[src/rtl/mul_pkg.sv]
// mul_pkg: shared definitions for the HI/LO multiply controller.
//   mul_state_e     - controller state encoding (exposed on the debug port)
//   SETTLE_MIN/MAX  - legal bounds of the SETTLE_CYCLES parameter
//   CNT_W           - width of the settle counter
package mul_pkg;

  typedef enum logic [1:0] {
    ST_IDLE    = 2'd0,
    ST_SETTLE  = 2'd1,
    ST_CAPTURE = 2'd2
  } mul_state_e;

  localparam int SETTLE_MIN = 1;
  localparam int SETTLE_MAX = 15;
  localparam int CNT_W      = 4;

endpackage

[src/rtl/hilo_regs.sv]
// hilo_regs: the architectural HI/LO register pair.
// Ports:
//   clock, clear   - rising-edge clock, asynchronous active-high clear
//   hi_ld, lo_ld   - load enables
//   hi_d, lo_d     - data loaded when the matching enable is high
//   hi_q, lo_q     - current register contents
module hilo_regs (
  input  logic        clock,
  input  logic        clear,
  input  logic        hi_ld,
  input  logic        lo_ld,
  input  logic [31:0] hi_d,
  input  logic [31:0] lo_d,
  output logic [31:0] hi_q,
  output logic [31:0] lo_q
);

  always_ff @(posedge clock or posedge clear) begin
    if (clear) begin
      hi_q <= '0;
      lo_q <= '0;
    end else begin
      if (hi_ld) hi_q <= hi_d;
      if (lo_ld) lo_q <= lo_d;
    end
  end

endmodule

[src/rtl/mul_hilo_ctrl.sv]
// mul_hilo_ctrl: sequences an external combinational 32x32 signed multiplier
// and owns the HI/LO registers.
// Ports:
//   clock, clear           - clock, asynchronous active-high reset
//   start, op_a, op_b      - multiply request and operands
//   mul_x, mul_y, mul_en   - registered operands / in-flight flag to the multiplier
//   mul_z_high, mul_z_low  - product returned by the multiplier
//   mthi_en, mtlo_en,
//   wr_data                - direct HI/LO writes (accepted only when idle)
//   hi_out, lo_out         - current HI/LO
//   busy                   - operation in flight
//   done                   - one-cycle pulse after HI/LO capture
//   wr_reject              - one-cycle pulse after a dropped mthi/mtlo
//   state_dbg              - current controller state
// Handshake: start is a level request sampled only in IDLE; there is no
// queuing, so a requester must hold start (or retry) until busy is seen.
module mul_hilo_ctrl
  import mul_pkg::*;
#(
  parameter int SETTLE_CYCLES = 2
) (
  input  logic        clock,
  input  logic        clear,
  input  logic        start,
  input  logic [31:0] op_a,
  input  logic [31:0] op_b,
  output logic [31:0] mul_x,
  output logic [31:0] mul_y,
  output logic        mul_en,
  input  logic [31:0] mul_z_low,
  input  logic [31:0] mul_z_high,
  input  logic        mthi_en,
  input  logic        mtlo_en,
  input  logic [31:0] wr_data,
  output logic [31:0] hi_out,
  output logic [31:0] lo_out,
  output logic        busy,
  output logic        done,
  output logic        wr_reject,
  output mul_state_e  state_dbg
);

  // Counter is loaded with SETTLE_CYCLES-1 and SETTLE exits on zero, which
  // gives exactly SETTLE_CYCLES cycles of settling before CAPTURE.
  localparam logic [CNT_W-1:0] CNT_LOAD = CNT_W'(SETTLE_CYCLES - 1);

  mul_state_e        state, state_nxt;
  logic [CNT_W-1:0]  cnt, cnt_nxt;
  logic              ld_ops;
  logic              hi_ld, lo_ld;
  logic [31:0]       hi_d, lo_d;
  logic              done_nxt, rej_nxt;

  always_ff @(posedge clock or posedge clear) begin
    if (clear) begin
      state     <= ST_IDLE;
      cnt       <= '0;
      mul_x     <= '0;
      mul_y     <= '0;
      done      <= 1'b0;
      wr_reject <= 1'b0;
    end else begin
      state     <= state_nxt;
      cnt       <= cnt_nxt;
      done      <= done_nxt;
      wr_reject <= rej_nxt;
      if (ld_ops) begin
        mul_x <= op_a;
        mul_y <= op_b;
      end
    end
  end

  always_comb begin
    state_nxt = state;
    cnt_nxt   = cnt;
    ld_ops    = 1'b0;
    hi_ld     = 1'b0;
    lo_ld     = 1'b0;
    hi_d      = wr_data;
    lo_d      = wr_data;
    done_nxt  = 1'b0;
    rej_nxt   = 1'b0;
    case (state)
      ST_IDLE: begin
        // Direct writes and a new start may coincide; the capture comes
        // later and overwrites whatever was written here.
        hi_ld = mthi_en;
        lo_ld = mtlo_en;
        if (start) begin
          ld_ops    = 1'b1;
          cnt_nxt   = CNT_LOAD;
          state_nxt = ST_SETTLE;
        end
      end
      ST_SETTLE: begin
        rej_nxt = mthi_en | mtlo_en;
        if (cnt == '0) state_nxt = ST_CAPTURE;
        else           cnt_nxt   = cnt - 1'b1;
      end
      ST_CAPTURE: begin
        rej_nxt   = mthi_en | mtlo_en;
        hi_ld     = 1'b1;
        lo_ld     = 1'b1;
        hi_d      = mul_z_high;
        lo_d      = mul_z_low;
        done_nxt  = 1'b1;
        state_nxt = ST_IDLE;
      end
      default: state_nxt = ST_IDLE;
    endcase
  end

  assign busy      = (state != ST_IDLE);
  assign mul_en    = busy;
  assign state_dbg = state;

  hilo_regs u_hilo (
    .clock (clock),
    .clear (clear),
    .hi_ld (hi_ld),
    .lo_ld (lo_ld),
    .hi_d  (hi_d),
    .lo_d  (lo_d),
    .hi_q  (hi_out),
    .lo_q  (lo_out)
  );

endmodule

[config.mk]
export PLATFORM = sky130hd
export DESIGN_NAME = mul_hilo_ctrl
export DESIGN_NICKNAME = d
export VERILOG_FILES = /design/src/rtl/mul_pkg.sv /design/src/rtl/hilo_regs.sv /design/src/rtl/mul_hilo_ctrl.sv
export SDC_FILE = /design/constraint.sdc
export NUM_CORES = 1
export LEC_CHECK = 0
export CORE_AREA = 4 4 115 117
export DETAILED_ROUTE_END_ITERATION = 16
export DIE_AREA = 0 0 119 121
export DONT_BUFFER_PORTS = 1
export PLACE_DENSITY = 0.68
export SYNTH_ARGS = -nofsm -noshare
export SYNTH_HDL_FRONTEND = slang
export SYNTH_HIERARCHICAL = 1
export SYNTH_SLANG_ARGS = --single-unit
[constraint.sdc]
create_clock -name clock -period 2.6 [get_ports clock]
set_clock_uncertainty 0.1 [all_clocks]
set_input_delay 0.52 -clock clock [delete_from_list [all_inputs] [get_ports clock]]
set_output_delay 0.52 -clock clock [all_outputs]
set_load 0.01 [all_outputs]
==> reports/results.tsv <==
stage	metric	value	unit
worst_setup_path	path_cells	inv_1 -> ha_1 -> inv_1	
grt	antenna_found_initial	0	
logic_synthesis	synthAdderAreaFrac	1.18	%
timing	maxSlewViolCount	0	
hold_path	hold_class	input pin to register	
worst_setup_path	reg2reg_to	u_hilo/hi_q[6]	
worst_setup_path	crit_path_end_kind	primary output	
pwr	powerDensity	1370	nW/um^2
logic_synthesis	ys_top_cells_by_area	dfrtp_1, mux2_4, mux2_2, nand2_1, nand2b_1	
timing	fin_tns_setup	0	ns
timing	hold_violations	0	
status	status	completed	
clock_tree	cts_sinks	136	
clock_tree	cts-resized-gates	0	
grt	grt_overflow_total	0	
pwr	swShare	34.4	%
floorplanning	die_y	121	microns
grt	grt_pass1_wl	21700	microns
worst_setup_path	reg2reg_slack	0.50	ns
routing	firstDrtPassIters	4	
pwr	power_leakage	3.24	nW
floorplanning	io_pins	299	
worst_setup_path	worst-path-max-fanout	8	
pwr	p_clk_share	22.5	%
routing	drc	0	
worst_setup_path	critPathRequiredTime	1.98	ns
worst_setup_path	reg2reg_depth	5	
worst_setup_path	max_stage_delay	0.44	ns
logic_synthesis	avgSynthCellArea	12.8	sq um
routing	postRouteAntennaNets	0	
logic_synthesis	synth_compound_area_share	1.54	%
placement	port_buffers	0	
clock_tree	cts_inserted_buffers	17	
logic_synthesis	postSynthCellCount	497	
timing	period_minus_slack	2.20	ns
clock_tree	clk_latency	0.40	ns
logic_synthesis	synth_top_area_cell	dfrtp_1	
logic_synthesis	yosysWarnings	6	
logic_synthesis	netlist.area_leader.share	53.6	%
pwr	p_sw	3.29	mW
hold_path	whs_endpoint	mul_x[11]	
placement	gp_congestion	0.765	
timing	setup_viol	0	
logic_synthesis	yosys.area_share.simple	12.3	%
floorplanning	start_util	51.4	%
clock_tree	clock_path_buffers	2	
run	max_cap_violations	0	
clock_tree	clk_pin_slew	0.05	ns
logic_synthesis	synth-seq-area-share	53.6	%
timing	fmax	0.454	GHz
routing	dr_total_vias	3620	
routing	drtIter0Drc	145	
logic_synthesis	yosys_register_bits	136	
worst_setup_path	cp-start-kind	register	
pwr	max-vdd-ir-drop	572	uV
pwr	power_frac_seq	48.1	%
layout	drive_gt1_share	32.3	%
worst_setup_path	rr_startpoint	state_dbg[0]	
layout	postLayoutCellArea	6960	sq um
logic_synthesis	synth_top_family_by_area	multiplexers	
timing	finalCritPeriodShare	84.7	%
routing	via_per_inst	5.33	
logic_synthesis	synthXorXnorAreaFrac	0	%
timing	tightest_slew	0.621	ns
placement	dp_slack	0.502	ns
floorplanning	core_area	12400	sq um
layout	antenna_cells	0	
layout	fin_nets	666	
grt	grt_pass1_vias	3953	
worst_setup_path	criticalPathCategory	register to primary output	
pwr	power	9.55	mW
placement	hpwl	10700	microns
timing	setup_slack	0.398	ns
worst_setup_path	cp_slowest_cell	dfrtp_1	
routing	routed_wl	13900	microns
timing	slew_headroom	58.6	%
worst_setup_path	cp_data_arrival_time	1.58	ns
hold_path	min-delay-start	op_a[11]	
clock_tree	cts_tree	yes	
grt	grt_max_degree	98	
grt	track_usage	19.5	%
routing	post_drt_wl_per_cell	20.4	microns
worst_setup_path	crit_top_cell	inv_1	
pwr	power_frac_comb	29.3	%
logic_synthesis	synth_cell_types	33	
placement	place_area	6420	sq um
floorplanning	std_cell_rows	41	
floorplanning	design.die.area	14400	sq um
pwr	internal_power	6.26	mW
timing	grt_setup_unrepaired	no	
clock_tree	root_buffer	clkbuf_16	
floorplanning	fp.dieW	119	microns
layout	finish.utilization	56.3	%
worst_setup_path	critPathBufInv	2	
logic_synthesis	muxShareOfSynthArea	26.6	%
clock_tree	ctsHtreeMaxLevel	4	
worst_setup_path	crit_family	flip-flops	
logic_synthesis	netlist_area	6350	sq um
logic_synthesis	synth_nets	668	
layout	area_growth	9.60	%
hold_path	min_delay_path_depth	1	
per-stage QoR:
step / std cells / hold WS [ns]
after global routing: 679 / 0.123
after floorplan: 497 / 0.390
after CTS: 679 / 0.112
after detailed placement: 647 / 0.376
final: 679 / 0.147
after global placement: 647 / 0.366
cells in the final DEF, fill, tap and decap left out, types with 3 or more instances in the layout:
master      Yosys  final
dfrtp_1       136    136
nand2_1       132    132
mux2_2         63     63
mux2_4         60     60
nand2b_1       32     32
clkbuf_16       0     17
inv_1           8      6
mux2_1          6      6
buf_12          6      6
ha_1            6      5
clkinv_2        0      5
clkbuf_1        8      4
o21ai_0         3      3
clkinvlp_4      0      3
logic make-up after synthesis:
logic type                 after synthesis
AOI/OAI and AO/OA                       13
adders and majority gates                6
buffers and inverters                   36
DFF                                    136
muxes                                  130
and+or+nand+nor                        176
synthesized netlist by cell type:
library cell and n:
dfrtp_1 136, nand2_1 132, mux2_2 63, mux2_4 60, nand2b_1 32, buf_6 8, clkbuf_1 8, inv_1 8
buf_12 6, ha_1 6, mux2_1 6, buf_2 5, o21ai_0 3, a21o_1 2, a311oi_1 2, nor3_1 2
nor3b_1 2, a21oi_2 1, a2bb2oi_1 1, and2_1 1, and2b_1 1, and3b_1 1, buf_4 1, mux2i_1 1
nand2_4 1, nand3b_1 1, nor2_1 1, nor2b_1 1, o2111ai_1 1, o21a_1 1, o22a_1 1, o31ai_1 1
or3b_4 1
power by group through the flow:
stage	Clock, mW	Sequential (mW)	Combinational [mW]
final	2.15	4.60	2.80
after global routing	2.32	4.73	3.06
after CTS	2.21	4.63	2.84
after detailed placement	0	4.63	2.85
after global placement	0	4.63	2.70
after floorplan	0	4.26	2.68
final cells by class:
class	instances	area, sq um
sequential	136	3400
clock inverter	9	77.6
clock buffer	22	454
fill	996	5400
tap	172	215
inverter	8	30.0
multi-input combinational	325	2650
timing repair buffer	7	130
sequential cells by signal, summed over array words and instances (netlist names):
register / flops
mul_y: 32
mul_x: 32
wr_reject: 1
u_hilo/hi_q: 32
u_hilo/lo_q: 32
cnt: 4
state_dbg: 2
done: 1
worst max path at each step:
stage,cells past startpoint,end,slack (ns),start
final,3,mul_en,0.40,state_dbg[0]
after global routing,3,busy,0.30,state_dbg[0]
after CTS,3,mul_en,0.37,state_dbg[0]
after detailed placement,5,u_hilo/hi_q[6],0.50,state_dbg[0]
after global placement,5,u_hilo/hi_q[2],0.57,state_dbg[0]
after floorplan,1,cnt[0],0.16,clear
timing repair:
action                                 in CTS  in global routing
endpoints found under the hold margin      50                  0
setup buffers                               0                  0
hold buffers                                1                  0
routing by layer:
layer	global-route usage [%]	routed length [microns]	vias up
met5	0	0	-
met4	8.04	335	0
met3	8.67	1550	26
met2	33.1	7020	205
met1	21.4	4970	1744
li1	-	-	1645
(Power assumes the default switching activity.)
